==> src/rtl/bfs_pkg.sv <==
// Shared BFS datapath definitions: address width helper, visited-stage timing
// and the candidate filter FSM encoding.
package bfs_pkg;

  function automatic int ADDR_W(input int proc_bits);
    return 32 + proc_bits;
  endfunction

  localparam int NUM_VERTICES_DEFAULT = 1024;
  localparam int VISITED_LAT_HIT      = 3;
  localparam int VISITED_LAT_MISS     = 4;

  typedef enum logic [1:0] {
    IDLE  = 2'd0,
    ISSUE = 2'd1,
    WAIT  = 2'd2
  } filter_state_t;

endpackage

==> src/rtl/frontier_fifo.sv <==
// Synchronous first-word-fall-through FIFO holding newly discovered frontier
// vertices. The head is valid in the same cycle empty_o is low.
module frontier_fifo #(
  parameter int WIDTH = 32,
  parameter int DEPTH = 16
) (
  input  logic                     clk_i,
  input  logic                     rst_i,
  input  logic                     push_i,
  input  logic [WIDTH-1:0]         push_data_i,
  input  logic                     pop_i,
  output logic [WIDTH-1:0]         head_o,
  output logic                     full_o,
  output logic                     empty_o,
  output logic [$clog2(DEPTH):0]   count_o
);

  localparam int AW = $clog2(DEPTH);

  logic [WIDTH-1:0] mem_q [DEPTH];
  logic [AW-1:0]    wr_ptr_q, wr_ptr_d;
  logic [AW-1:0]    rd_ptr_q, rd_ptr_d;
  logic [AW:0]      count_q, count_d;
  logic             do_push, do_pop;

  assign empty_o = (count_q == '0);
  assign full_o  = (count_q == (AW+1)'(DEPTH));
  assign count_o = count_q;
  assign head_o  = empty_o ? '0 : mem_q[rd_ptr_q];

  // A pop frees the slot in the same cycle, so push while full is legal then.
  assign do_pop  = pop_i && !empty_o;
  assign do_push = push_i && (!full_o || do_pop);

  always_comb begin
    wr_ptr_d = wr_ptr_q;
    rd_ptr_d = rd_ptr_q;
    count_d  = count_q;
    if (do_push) wr_ptr_d = wr_ptr_q + 1'b1;
    if (do_pop)  rd_ptr_d = rd_ptr_q + 1'b1;
    if (do_push && !do_pop)      count_d = count_q + 1'b1;
    else if (!do_push && do_pop) count_d = count_q - 1'b1;
  end

  always_ff @(posedge clk_i) begin
    if (rst_i) begin
      wr_ptr_q <= '0;
      rd_ptr_q <= '0;
      count_q  <= '0;
    end else begin
      wr_ptr_q <= wr_ptr_d;
      rd_ptr_q <= rd_ptr_d;
      count_q  <= count_d;
    end
  end

  always_ff @(posedge clk_i) begin
    if (do_push) mem_q[wr_ptr_q] <= push_data_i;
  end

endmodule

==> src/rtl/visit_filter.sv <==
// Candidate filter in front of the visited-bitmap stage: one lookup in flight,
// newly visited vertices go to the frontier FIFO, revisits are counted.
module visit_filter
  import bfs_pkg::*;
#(
  parameter int PROC_BITS    = 0,
  parameter int FIFO_DEPTH   = 16,
  parameter int NUM_VERTICES = NUM_VERTICES_DEFAULT,
  parameter int TIMEOUT      = 15
) (
  input  logic                   clk_in,
  input  logic                   rst_in,
  input  logic [32+PROC_BITS-1:0] nbr_addr_in,
  input  logic                   nbr_valid_in,
  output logic                   nbr_ready_out,
  output logic [32+PROC_BITS-1:0] v_addr_out,
  output logic                   v_addr_valid_out,
  input  logic                   visited_in,
  input  logic                   valid_v_in,
  output logic [32+PROC_BITS-1:0] frontier_addr_out,
  output logic                   frontier_valid_out,
  input  logic                   frontier_ready_in,
  output logic [15:0]            dropped_count_out,
  output logic                   range_err_out,
  output logic                   timeout_err_out,
  output logic                   busy_out
);

  localparam int AW = ADDR_W(PROC_BITS);
  localparam int CW = $clog2(FIFO_DEPTH) + 1;
  localparam int TW = $clog2(TIMEOUT + 1);

  filter_state_t state_q, state_d;
  logic [AW-1:0] vaddr_q, vaddr_d;
  logic [TW-1:0] tmo_q, tmo_d;
  logic [15:0]   drop_q, drop_d;
  logic          rerr_q, rerr_d;
  logic          terr_q, terr_d;
  logic          push, accept, out_of_range;
  logic          fifo_full, fifo_empty;
  logic [CW-1:0] fifo_count;

  // Ready only with a free slot: the eventual push can then never overflow.
  assign nbr_ready_out = !rst_in && (state_q == IDLE) && !fifo_full;
  assign accept        = nbr_valid_in && nbr_ready_out;
  assign out_of_range  = (nbr_addr_in >= AW'(NUM_VERTICES));

  always_comb begin
    state_d = state_q;
    vaddr_d = vaddr_q;
    tmo_d   = tmo_q;
    drop_d  = drop_q;
    rerr_d  = rerr_q;
    terr_d  = terr_q;
    push    = 1'b0;
    case (state_q)
      IDLE: begin
        if (accept) begin
          if (out_of_range) begin
            rerr_d = 1'b1;
          end else begin
            vaddr_d = nbr_addr_in;
            state_d = ISSUE;
          end
        end
      end
      ISSUE: begin
        tmo_d   = '0;
        state_d = WAIT;
      end
      WAIT: begin
        if (valid_v_in) begin
          if (!visited_in)          push   = 1'b1;
          else if (drop_q != '1)    drop_d = drop_q + 16'd1;
          state_d = IDLE;
        end else if (int'(tmo_q) + 1 >= TIMEOUT) begin
          terr_d  = 1'b1;
          state_d = IDLE;
        end else begin
          tmo_d = tmo_q + 1'b1;
        end
      end
      default: state_d = IDLE;
    endcase
  end

  always_ff @(posedge clk_in) begin
    if (rst_in) begin
      state_q <= IDLE;
      vaddr_q <= '0;
      tmo_q   <= '0;
      drop_q  <= '0;
      rerr_q  <= 1'b0;
      terr_q  <= 1'b0;
    end else begin
      state_q <= state_d;
      vaddr_q <= vaddr_d;
      tmo_q   <= tmo_d;
      drop_q  <= drop_d;
      rerr_q  <= rerr_d;
      terr_q  <= terr_d;
    end
  end

  frontier_fifo #(
    .WIDTH (AW),
    .DEPTH (FIFO_DEPTH)
  ) u_fifo (
    .clk_i       (clk_in),
    .rst_i       (rst_in),
    .push_i      (push),
    .push_data_i (vaddr_q),
    .pop_i       (frontier_ready_in),
    .head_o      (frontier_addr_out),
    .full_o      (fifo_full),
    .empty_o     (fifo_empty),
    .count_o     (fifo_count)
  );

  assign v_addr_out         = vaddr_q;
  assign v_addr_valid_out   = (state_q == ISSUE);
  assign frontier_valid_out = !fifo_empty;
  assign dropped_count_out  = drop_q;
  assign range_err_out      = rerr_q;
  assign timeout_err_out    = terr_q;
  assign busy_out           = (state_q != IDLE) || (fifo_count != '0);

endmodule

==> config.mk <==
export PLATFORM = sky130hd
export DESIGN_NAME = visit_filter
export DESIGN_NICKNAME = d
export VERILOG_FILES = /design/src/rtl/bfs_pkg.sv /design/src/rtl/frontier_fifo.sv /design/src/rtl/visit_filter.sv
export SDC_FILE = /design/constraint.sdc
export NUM_CORES = 1
export LEC_CHECK = 0
export CAP_MARGIN = 10
export CORE_UTILIZATION = 35
export CTS_BUF_LIST = sky130_fd_sc_hd__clkbuf_4 sky130_fd_sc_hd__clkbuf_8
export CTS_CLUSTER_DIAMETER = 80
export DETAILED_ROUTE_END_ITERATION = 12
export GPL_TIMING_DRIVEN = 0
export SLEW_MARGIN = 20
export SYNTH_ARGS = -nofsm -noshare
export SYNTH_HDL_FRONTEND = slang
export SYNTH_SLANG_ARGS = --single-unit
==> constraint.sdc <==
create_clock -name clk_in -period 12 [get_ports clk_in]
set_input_delay 1.8 -clock clk_in [delete_from_list [all_inputs] [get_ports clk_in]]
set_output_delay 1.8 -clock clk_in [all_outputs]
set_load 0.005 [all_outputs]
# Word-level counts from Yosys, hierarchy flattened
# Memories as Yosys holds them, arrays and structs flattened. A register that Yosys moved wholly into a read port is not among the register bits.
# Cells that the tools add are included.
# totals
ff_bits,69
mem_bits_rw,512
inputBits,38
wordCells,74
n_memories,1
# classes
add_sub_neg,7
magnitude_cmp,2
n_eq_ne,9
n_mux,18
n_bitwise,2
n_reduce_logical,26
# mem_list
memory,depth,width,read_ports,rd_clocked_by_memory_dff,wr,line,text
u_fifo.mem_q,16,32,1,1,1,frontier_fifo.sv:20,logic [WIDTH-1:0] mem_q [DEPTH];
# ops
operator,n
"32-bit by 11-bit greater-or-equal comparator with 1-bit output, second input constant",1
32-bit 2-to-1 mux,1
"16-bit by 1-bit adder with 16-bit output, second input constant",1
4-bit 2-to-1 mux,4
"16-bit inequality test, second input constant",1
3-bit AND reduction,5
"4-bit by 1-bit adder with 4-bit output, second input constant",3
5-bit 2-to-1 mux,2
2-bit 2-to-1 mux,4
"2-bit inequality test, second input constant",4
4-bit one-hot mux with 2 select lines,1
1-bit logical AND,7
2-bit one-hot mux with 3 select lines,1
2-bit nonzero test,3
"4-bit by 1-bit adder with 5-bit output, second input constant",1
"5-bit by 1-bit adder with 5-bit output, second input constant",1
"5-bit equality test, second input constant",1
"5-bit by 4-bit greater-or-equal comparator with 1-bit output, second input constant",1
1-bit logical NOT,5
5-bit logical NOT,1
1-bit 2-to-1 mux,5
5-bit nonzero test,1
"5-bit by 1-bit subtractor with 5-bit output, second input constant",1
4-bit AND reduction,1
6 further kinds,8

# Logic depth before layout (Yosys ltp)
# logic_depth
word_depth,9
mapped_depth,13
mapped_depth_nobuf,13

# Modules after synthesis
# From an unflattened synthesis, not the netlist that was laid out.
# unflattened
cells_unflattened,1135
hier_area_um2,22651.7
# by_module_without_submodules
module,instances,cells_per_inst,area_each_um2,seq_area_each_um2
frontier_fifo,1,899,20318.2,15715.1
visit_filter,1,236,2333.5,1121.1

# Least setup slack after synthesis
# OpenSTA, ideal clock, no wires.
# synth_timing
path_kind,input to register
from,input valid_v_in
to,memory u_fifo.mem_q[3][0] (enable)
setup_ns,0.461
t_arrival_ns,4.808
t_required_ns,11.539
setup_slack_ns,6.731
cell_stages,4
n_path_buf,0
cell_sequence,nand2_1 a311oi_2 nand2_1 nor3_1
# synth_between
elab_chain_len,5
# synth_rtl
element,line,text
"start, declared",visit_filter.sv:19,"input logic valid_v_in,"
1-bit 2-to-1 mux,visit_filter.sv:72,if (valid_v_in) begin
1-bit 2-to-1 mux,visit_filter.sv:56,case (state_q)
1-bit logical AND,frontier_fifo.sv:33,assign do_push = push_i && (!full_o || do_pop);
via u_fifo.do_push,frontier_fifo.sv:24,"logic do_push, do_pop;"
1-bit 2-to-1 mux,frontier_fifo.sv:58,if (do_push) mem_q[wr_ptr_q] <= push_data_i;
1-bit 2-to-1 mux (not written as such),frontier_fifo.sv:58,
"end, declared",frontier_fifo.sv:20,
# The timed path passes the listed nets, and every way through them passes these cells.

==> flow_summary_export.csv <==
group,metric,value,unit
outcome,outcome,"finished, final reports clean",
routing,drt_iter0_markers,855,
grt,grt_max_degree,19,
synthesis,synthArstFlopShare,0,%
synthesis,synth_fp_nets,1140,
timing,slew_viol_final,0,
timing,fmax,0.168,GHz
routing,drt.antenna.violating_nets,0,
cts,cts_tree,"yes",
cts,htree_levels,3,
cts,clockBufferDepth,3,
synthesis,syn_area,22500,µm²
timing,finClkSkew,0.0165,ns
critical_path,ff2ff_path_depth,13,
place,dpl.cell_count,2093,
critical_path,worst-r2r-setup-slack,8.58,ns
cts,clk_latency,0.66,ns
timing,finalCriticalPeriod,5.94,ns
cells_and_area,num-fill-cells,5527,
floorplan,core_area,63300,µm²
min_path,hp-class,"flop to flop",
critical_path,rr_endpoint,"u_fifo.count_o[4]$_SDFFE_PP0P_",
critical_path,crit_path_start_kind,"flop",
place,dp_hpwl,33000,µm
critical_path,r2r-start,"u_fifo.count_o[0]$_SDFFE_PP0P_",
floorplan,core.rowCount,92,
critical_path,worstPathRequired,10.20,ns
power_and_ir_drop,power.switching,0.768,mW
routing,route.detailed.drc,0,
timing,setup_tns,0,ns
floorplan,start_util,35.6,%
cts,cts_setup_buffers,0,
cts,clk_pin_slew_worst_paths,0.06,ns
place,io_buffers,123,
run,maxCapViolations,0,
timing,tightest_slew,1.11,ns
routing,post_drt_via_cell_ratio,4.97,
floorplan,die_h,256,µm
routing,drtPass1Iterations,4,
power_and_ir_drop,sw_frac_of_total,19.4,%
power_and_ir_drop,internal-power,3.18,mW
min_path,min_to,"timeout_err_out$_SDFFE_PP0P_",
grt,first_global_vias,11800,
synthesis,avgSynthCellArea,20.7,µm²
grt,gr-usage-all-layers,15.9,%
cts,root_buffer,"clkbuf_8",
floorplan,die-area,65300,µm²
critical_path,cp_max_fo,10,
cts,clock-sinks,585,
timing,min_period_over_period,49.5,%
synthesis,synth-warning-count,0,
critical_path,crit_type,"flop to primary output",
grt,grt_pass1_wl,76300,µm
cells_and_area,layout_commonest_cell,"edfxtp_1",
grt,grt_antenna_before_repair,0,
timing,rsz0062_at_grt,"false",
power_and_ir_drop,p_leak,9.81,nW
cells_and_area,final_cells,2263,
routing,num_vias,11200,
power_and_ir_drop,power_frac_comb,0.5,%
routing,wl_per_cell,22.7,µm
synthesis,synth-seq-cells,585,
cts,cts_hold_buf,0,
place,routabilityCongestion,0.704,
cells_and_area,final_cell_mix,"512 x edfxtp_1, 160 x mux4_2, 123 x clkdlybuf4s50_1",
synthesis,synth_ff_type,"edfxtp_1",
critical_path,endpoint_kind,"primary output",
synthesis,syn_inst,1085,
cts,cts-resized-gates,0,
synthesis,ys_types,48,
cts,cts_buffers,94,
critical_path,cp_data_arrival_time,4.14,ns
cells_and_area,layout.nets,1398,
synthesis,synth_edf_count,512,
min_path,hold_start,"timeout_err_out$_SDFFE_PP0P_",
cells_and_area,area_growth,22.0,%
min_path,hold_depth,2,
timing,slew_headroom,26.0,%
floorplan,dieWidth,256,µm
timing,setup_violations,0,
synthesis,yosysSeqAreaShare,74.8,%
cells_and_area,drive_above_1_share,28.6,%
grt,grt_overflow,0,
routing,routed_wl,51500,µm
cells_and_area,num_antenna_cells,0,
power_and_ir_drop,seqPwrFrac,55.2,%
power_and_ir_drop,power_frac_clock,44.2,%
floorplan,ios,124,
timing,hold_violations,0,
power_and_ir_drop,powerDensity,144,nW/µm²
power_and_ir_drop,peakVddDrop,0.0832,mV
[metrics by stage]
stage	total power [mW]	util, %	worst slack, ns	cell area (µm²)	hold WS, ns
4_1_cts	3.99	43.4	6.05	27500	0.496
2_1_floorplan	2.23	-	6.73	22500	0.459
5_1_grt	4.08	43.4	5.92	27500	0.517
3_5_place_dp	2.24	40.3	6.78	25500	0.477
6_report	3.95	43.4	6.06	27500	0.493
3_3_place_gp	2.24	39.2	2.89	24800	0.474
[flip-flops by register name, indices dropped and copies added (netlist names), named ones only]
name and flops:
dropped_count_out 16, range_err_out 1, state_q 2, timeout_err_out 1
tmo_q 4, u_fifo.count_o 5, u_fifo.mem_q 512, u_fifo.rd_ptr_q 4
u_fifo.wr_ptr_q 4, v_addr_out 32
[synthesized netlist by cell type (all sizes together), types with 2 or more instances]
cell type	number	area share (%)
a31oi	2	0.056
clkbuf	26	0.45
o21ai	7	0.16
nor4b	2	0.078
and4	2	0.078
mux2i	12	0.53
buf	25	0.69
edfxtp	512	68
inv	15	0.25
and3	5	0.14
a211oi	2	0.067
or3	4	0.11
nand3	10	0.22
a2111oi	2	0.11
nand2	17	0.28
nand2b	5	0.14
xor2	15	0.58
ha	16	0.89
nor4	5	0.17
a311oi	2	0.11
mux4	160	16
nor2	59	0.98
nor3	7	0.16
nand4b	3	0.12
nand4	7	0.19
dfxtp	73	6.5
xnor2	8	0.31
and2	54	1.5
a21boi	3	0.10
a21oi	15	0.33
[routing by layer]
| metal | GRT usage [%] | share of wire, % | up-vias | wire length (µm) |
|---|---|---|---|---|
| met1 | 21.3 | 44 | 5878 | 22500 |
| li1 | - | - | 4950 | - |
| met2 | 25.8 | 49 | 324 | 25100 |
| met4 | 4.57 | 2.1 | 0 | 1080 |
| met5 | 0 | 0 | - | 0 |
| met3 | 3.69 | 5.6 | 87 | 2870 |
[worst max-delay path: stages, from the launching register on]
cell and delay [ns]:
dfxtp_1 0.35, clkbuf_1 0.64, buf_1 0.89, mux4_2 0.42, mux4_2 0.53, and2_1 0.19
clkdlybuf4s50_1 0.44
[layout make-up]
cell class | count | area (µm²) | area share (%)
Timing Repair Buffer | 162 | 1840 | 6.71
Clock buffer | 153 | 1800 | 6.55
Multi-Input combinational cell | 434 | 5470 | 19.9
Tap cell | 846 | 1060 | 3.85
Inverter | 15 | 56.3 | 0.205
Sequential cell | 585 | 16800 | 61.3
Buffer | 51 | 259 | 0.943
Clock inverter | 17 | 139 | 0.506
[cells by family (layout without fill, tap and decap cells)]
family / Yosys count / in the layout / synth area share, %
xor gates and xnor gates: 23 / 23 / 0.895
AOI/OAI and AO/OA: 38 / 38 / 1.11
DFF: 585 / 585 / 74.8
adders and majority gates: 17 / 17 / 0.978
buffers and inverters: 66 / 398 / 1.39
and+or+nand+nor: 184 / 184 / 4.30
muxes: 172 / 172 / 16.5
[power groups by stage]
stage          combinational (mW)  sequential, mW  clock, mW
4_1_cts                    0.0217            2.18       1.79
6_report                   0.0212            2.18       1.75
5_1_grt                    0.0229            2.18       1.87
3_5_place_dp               0.0216            2.22          0
2_1_floorplan             0.00446            2.22          0
3_3_place_gp               0.0214            2.22          0
[worst max-delay path by stage]
stage / endpoint / slack (ns) / startpoint
2_1_floorplan: u_fifo.mem_q[3][0]$_DFFE_PP_ / 6.73 / valid_v_in
3_3_place_gp: u_fifo.mem_q[3][22]$_DFFE_PP_ / 2.89 / valid_v_in
3_5_place_dp: u_fifo.mem_q[1][22]$_DFFE_PP_ / 6.78 / valid_v_in
4_1_cts: frontier_addr_out[0] / 6.05 / flop
5_1_grt: frontier_addr_out[31] / 5.92 / flop
6_report: frontier_addr_out[28] / 6.06 / flop
No activity file was read; power rests on OpenSTA's default activity.
==> variant 1: new RTL, config.mk and constraints unchanged <==
The 3 states of `filter_state_t` get a one-hot encoding in 3 bits.
--- a/src/rtl/bfs_pkg.sv
+++ b/src/rtl/bfs_pkg.sv
@@ -12,6 +12,6 @@
 
-  typedef enum logic [1:0] {
-    IDLE  = 2'd0,
-    ISSUE = 2'd1,
-    WAIT  = 2'd2
+  typedef enum logic [2:0] {
+    IDLE  = 3'b001,
+    ISSUE = 3'b010,
+    WAIT  = 3'b100
   } filter_state_t;
Formal check against the unedited RTL: no difference found for any inputs over 4 cycles, from zero or initial values and one cycle with rst_in high; so few cycles prove little.
==> variant 1 against the original RTL <==
  * Wire length shrank 0.38%
  * Cell area grew 0.28%
  * Count of clock-buffer cells in the layout shrank 5
  * Sequential cell count grew 1
  * Non-clock buffer count grew 12
  * Synthesized area is essentially flat
  * Setup slack gained 0.18 ns
Power is not compared: it rests on default switching activity, and its combinational part moved more than twofold at a synthesized area within 25%.
==> variant 1: results (changes against the original RTL) <==
Place
  • Number of cells after detailed placement: 2105 (+0.57%)
  • Gpl congestion: 0.746 (+5.9%)
  • Detailed Place HPWL: 32400 um (-1.6%)

Synth
  • Seq/Total Area, Yosys: 0.749 (+0.000806)
  • Netlist cell types: 44 (-8.3%)
  • Syn Area/Cell: 20.7 sq um (-0.36%)
  • Ys async rst share: 0 (unchanged)
  • Commonest cells post-synth: edfxtp_1, mux4_2, dfxtp_1
  • Area contributors post-synth: edfxtp_1, mux4_2, dfxtp_1

Global routing
  • Number of global-route vias before repair: 11900 (+0.92%)
  • GRT Total Usage: 0.158 (-0.000715)
  • First-pass GRT wire length: 76200 um (about the same)
  • Initial antenna violation count: 1 (+1)
  • Routing usage on met1: 0.214 (+0.00141)
  • Routing usage on met2: 0.256 (-0.00226)
  • Grt met3 use: 0.0349 (-0.00208)
  • Pin count of the biggest net entering global routing: 33 (+14)

Layout
  • Fin cells: 2284 (+0.93%)
  • Ratio of cells with drive above 1 in the final layout: 0.287 (+0.000893)
  • NumNets Final: 1406 (+0.57%)
  • Filler cells: 5483 (-0.80%)

CTS
  • CTS H-tree depth: 3 (unchanged)

Setup path
  • Critical path's slowest cell: clkbuf_1
  • Worst-path fanout max: 10 (unchanged)
  • Critical Path AT: 3.96 ns (-0.18 ns)
  • Worst reg2reg startpoint: u_fifo.count_o[0]$_SDFFE_PP0P_
  • Max incr delay on CP: 0.80 ns (-0.09 ns)
  • Reg2reg setup slack: 8.50 ns (-0.08 ns)

Run status
  • Status: finished, final reports clean

Route
  • Drt first-iter violations: 927 (+8.4%)
  • Routed vias: 11300 (+0.91%)
  • TritonRoute pass-1 iters: 5 (+1)
  • Wire per inst: 22.4 um (-1.3%)

Hold path
  • Hold WC Path Type: reg -> reg
  • Worst Hold Launch: range_err_out$_SDFFE_PP0P_

Timing
  • Least-Margin Pin Slew: 1.05 ns (-0.0642 ns)
  • Clk_skew: 0.0250 ns (+0.00846 ns)

Power
  • Internal Power: 3.64 mW
-- variant 1: cells by family (layout without fill, tap and decap cells) --
logic type      after synthesis  after routing  synth area share
compound gates               45             45            0.0136
xor+xnor                     20             20           0.00778
fa+ha+maj                    13             13           0.00756
buf+inv                      72            420            0.0131
flops                       586            586             0.749
mux                         174            174             0.166
other cells                   0              1                 0
simple gates                179            179            0.0430
-- variant 1: per-layer routing --
layer | up-vias | wire, um
met5 | - | 0
met4 | 0 | 1160
met3 | 89 | 2620
met2 | 323 | 24900
met1 | 5925 | 22600
li1 | 5004 | -
-- variant 1: final cells by class --
type / instances / area (sq um) / area share
Clock inverter: 30 / 267 / 0.00968
Buffer: 55 / 233 / 0.00845
Inverter: 17 / 63.8 / 0.00232
Clock buffer: 148 / 1870 / 0.0681
Antenna cell: 1 / 2.50 / 0.0000909
Tap cell: 846 / 1060 / 0.0384
Sequential cell: 586 / 16900 / 0.612
Timing Repair Buffer: 170 / 1740 / 0.0633
Multi-Input combinational cell: 431 / 5440 / 0.198
-- variant 1: metrics by stage --
step,cell area (sq um),hold slack (ns),setup WS [ns],util
floorplan,22500,0.442,6.82,-
global placement,24800,0.447,3.40,0.392
detailed placement,25400,0.445,6.77,0.401
CTS,27500,0.459,6.18,0.435
global route,27500,0.503,6.09,0.435
finish,27500,0.456,6.24,0.435
-- variant 1: path summary, 6_finish.rpt --
kind / cells after the start / to
worst min-delay path: 2 / range_err_out$_SDFFE_PP0P_
worst max-delay path: 6 / frontier_addr_out[0]
worst max register to register: 12 / u_fifo.count_o[4]$_SDFFE_PP0P_
worst min register to register: 2 / range_err_out$_SDFFE_PP0P_
==> variant 2: new RTL, config.mk and constraints unchanged <==
Made on the original files. The parameter `FIFO_DEPTH` goes from 16 to 32.
--- a/src/rtl/visit_filter.sv
+++ b/src/rtl/visit_filter.sv
@@ -6,3 +6,3 @@
   parameter int PROC_BITS    = 0,
-  parameter int FIFO_DEPTH   = 16,
+  parameter int FIFO_DEPTH   = 32,
   parameter int NUM_VERTICES = NUM_VERTICES_DEFAULT,
Check against the original RTL: same outputs for any inputs over 4 cycles, from zero or initial values and one cycle with rst_in high; that may be too few to reach the edited logic, so the function may still have changed.
==> variant 2 against the original RTL <==
  * Sequential cell count rose by 516
  * Final cell count up 76%
  * Clock skew up 0.016 ns
  * Total power is 92% higher
  * Die area increased by 87%
  * Setup slack worse by 0.53 ns
  * Synthesized area is 88% higher
  * Largest power group unchanged
  * Cell area is 83% higher
  * Highest routed layer is now met5
  * Wire length rose by 110%
==> variant 2: results (changes against the original RTL) <==
Setup path
  • Worst-path fanout max: 10 (unchanged)
  • Reg2reg setup slack: 8.28 ns (-0.30 ns)
  • Reg2reg end: u_fifo.mem_q[23][20]$_DFFE_PP_
  • Critical Path AT: 4.66 ns (+0.52 ns)
  • Worst reg2reg startpoint: state_q[0]$_SDFFE_PP0P_
  • Reg2reg path depth: 7 (-6)
  • Critical path's slowest cell: clkbuf_1
  • Max incr delay on CP: 0.76 ns (-0.13 ns)

Layout
  • Fin cells: 3991 (+76%)
  • Ratio of cells with drive above 1 in the final layout: 0.310 (+0.0247)
  • NumNets Final: 2307 (+65%)
  • Max FFs per register: 1024 (+100%)

Route
  • Drt first-iter violations: 2544 (+200%)
  • Final WL: 106000 um (+110%)
  • TritonRoute pass-1 iters: 6 (+2)
  • Vias/cell: 5.26 (+5.9%)

Synth
  • Syn_nets: 1968 (+73%)
  • Netlist cell types: 49 (+2.1%)
  • Post-synth EDFFs: 1024 (+100%)
  • Synth top area share: 0.728 (+0.0452)
  • Area contributors post-synth: edfxtp_1, mux4_2, dfxtp_1
  • Seq/Total Area, Yosys: 0.765 (+0.0167)
  • Commonest cells post-synth: edfxtp_1, mux4_2, nor2_1
  • Mapped Cells: 1913 (+76%)
  • Synth Warn #: 0 (unchanged)

Hold path
  • Hold EP: range_err_out$_SDFFE_PP0P_
  • Worst Hold Depth: 2 (unchanged)
  • Worst Hold Launch: range_err_out$_SDFFE_PP0P_

Power
  • Sequential group power: 4.14 mW (+90%)
  • Combinational Power Share: 0.052 (+0.047)
  • Net Sw Frac: 0.221 (+0.0262)
  • VDD IR max: 0.000117 V (+41%)
  • Leak pwr: 16.2 nW (+65%)
  • Internal Power: 5.92 mW (+86%)

CTS
  • CTS buffer count: 166 (+77%)
  • Clk_lat worst skew: 0.83 ns (+0.17 ns)

Global routing
  • Initial antenna violation count: 7 (+7)
  • Number of global-route vias before repair: 22100 (+87%)
  • GRT Total Usage: 0.175 (+0.0164)
  • First-pass GRT wire length: 152000 um (+100%)
  • Pin count of the biggest net entering global routing: 35 (+16)

Place
  • Detailed Place HPWL: 68800 um (+110%)
  • Number of cells after detailed placement: 3695 (+77%)
  • Gpl congestion: 0.807 (+15%)
  • Dpl cell area: 46900 sq um (+84%)
  • Port Buffers: 122 (-0.81%)

Timing
  • Least-Margin Pin Slew: 1.13 ns (+0.0165 ns)
  • Clk_skew: 0.0323 ns (+0.0158 ns)

Run status
  • Status: finished, final reports clean
## variant 2: changes by cell type after synthesis, moves of 15 or more
cell and delta:
inv_1 +31, clkbuf_1 +28, mux4_2 +160, edfxtp_1 +512, nand3_1 +29, and2_1 -32
nor2_1 +30, buf_2 +15, o21ai_1 +32
## variant 2: logic make-up after synthesis
family          Yosys count  synth area share
fa+ha+maj                17           0.00521
mux                     334             0.174
simple gates            221            0.0255
buf+inv                 145            0.0154
compound gates           67           0.00945
flops                  1101             0.765
xor+xnor                 28           0.00581
## variant 2: layer usage
metal,GRT usage,part of all wire
met1,0.238,0.41
met4,0.0523,0.021
met3,0.0446,0.090
met5,0,0.00034
met2,0.277,0.48
## variant 2: worst max path at each step
stage,from,to,slack [ns],cells after the start
6_report,flop,frontier_addr_out[0],5.54,7
5_1_grt,flop,frontier_addr_out[29],5.43,7
4_1_cts,flop,frontier_addr_out[0],5.47,7
3_5_place_dp,flop,frontier_addr_out[0],6.39,7
3_3_place_gp,valid_v_in,u_fifo.mem_q[6][22]$_DFFE_PP_,4.46,5
2_1_floorplan,valid_v_in,u_fifo.mem_q[31][0]$_DFFE_PP_,7.48,4
## variant 2: area by class of cell
cell class                 count  area, sq um
buffer                        98          479
fill                       10400        69600
antenna                        2         5.00
sequential                  1101        32300
inverter                      47          176
clock inverter                45          340
clock buffer                 248         2960
multi-input combinational    667         9530
timing repair buffer         171         2410
tap                         1612         2020
## variant 2: per-stage QoR
step	hold slack, ns	worst slack (ns)
2_1_floorplan	0.445	7.48
3_3_place_gp	0.462	4.46
3_5_place_dp	0.464	6.39
4_1_cts	0.487	5.47
5_1_grt	0.500	5.43
6_report	0.486	5.54
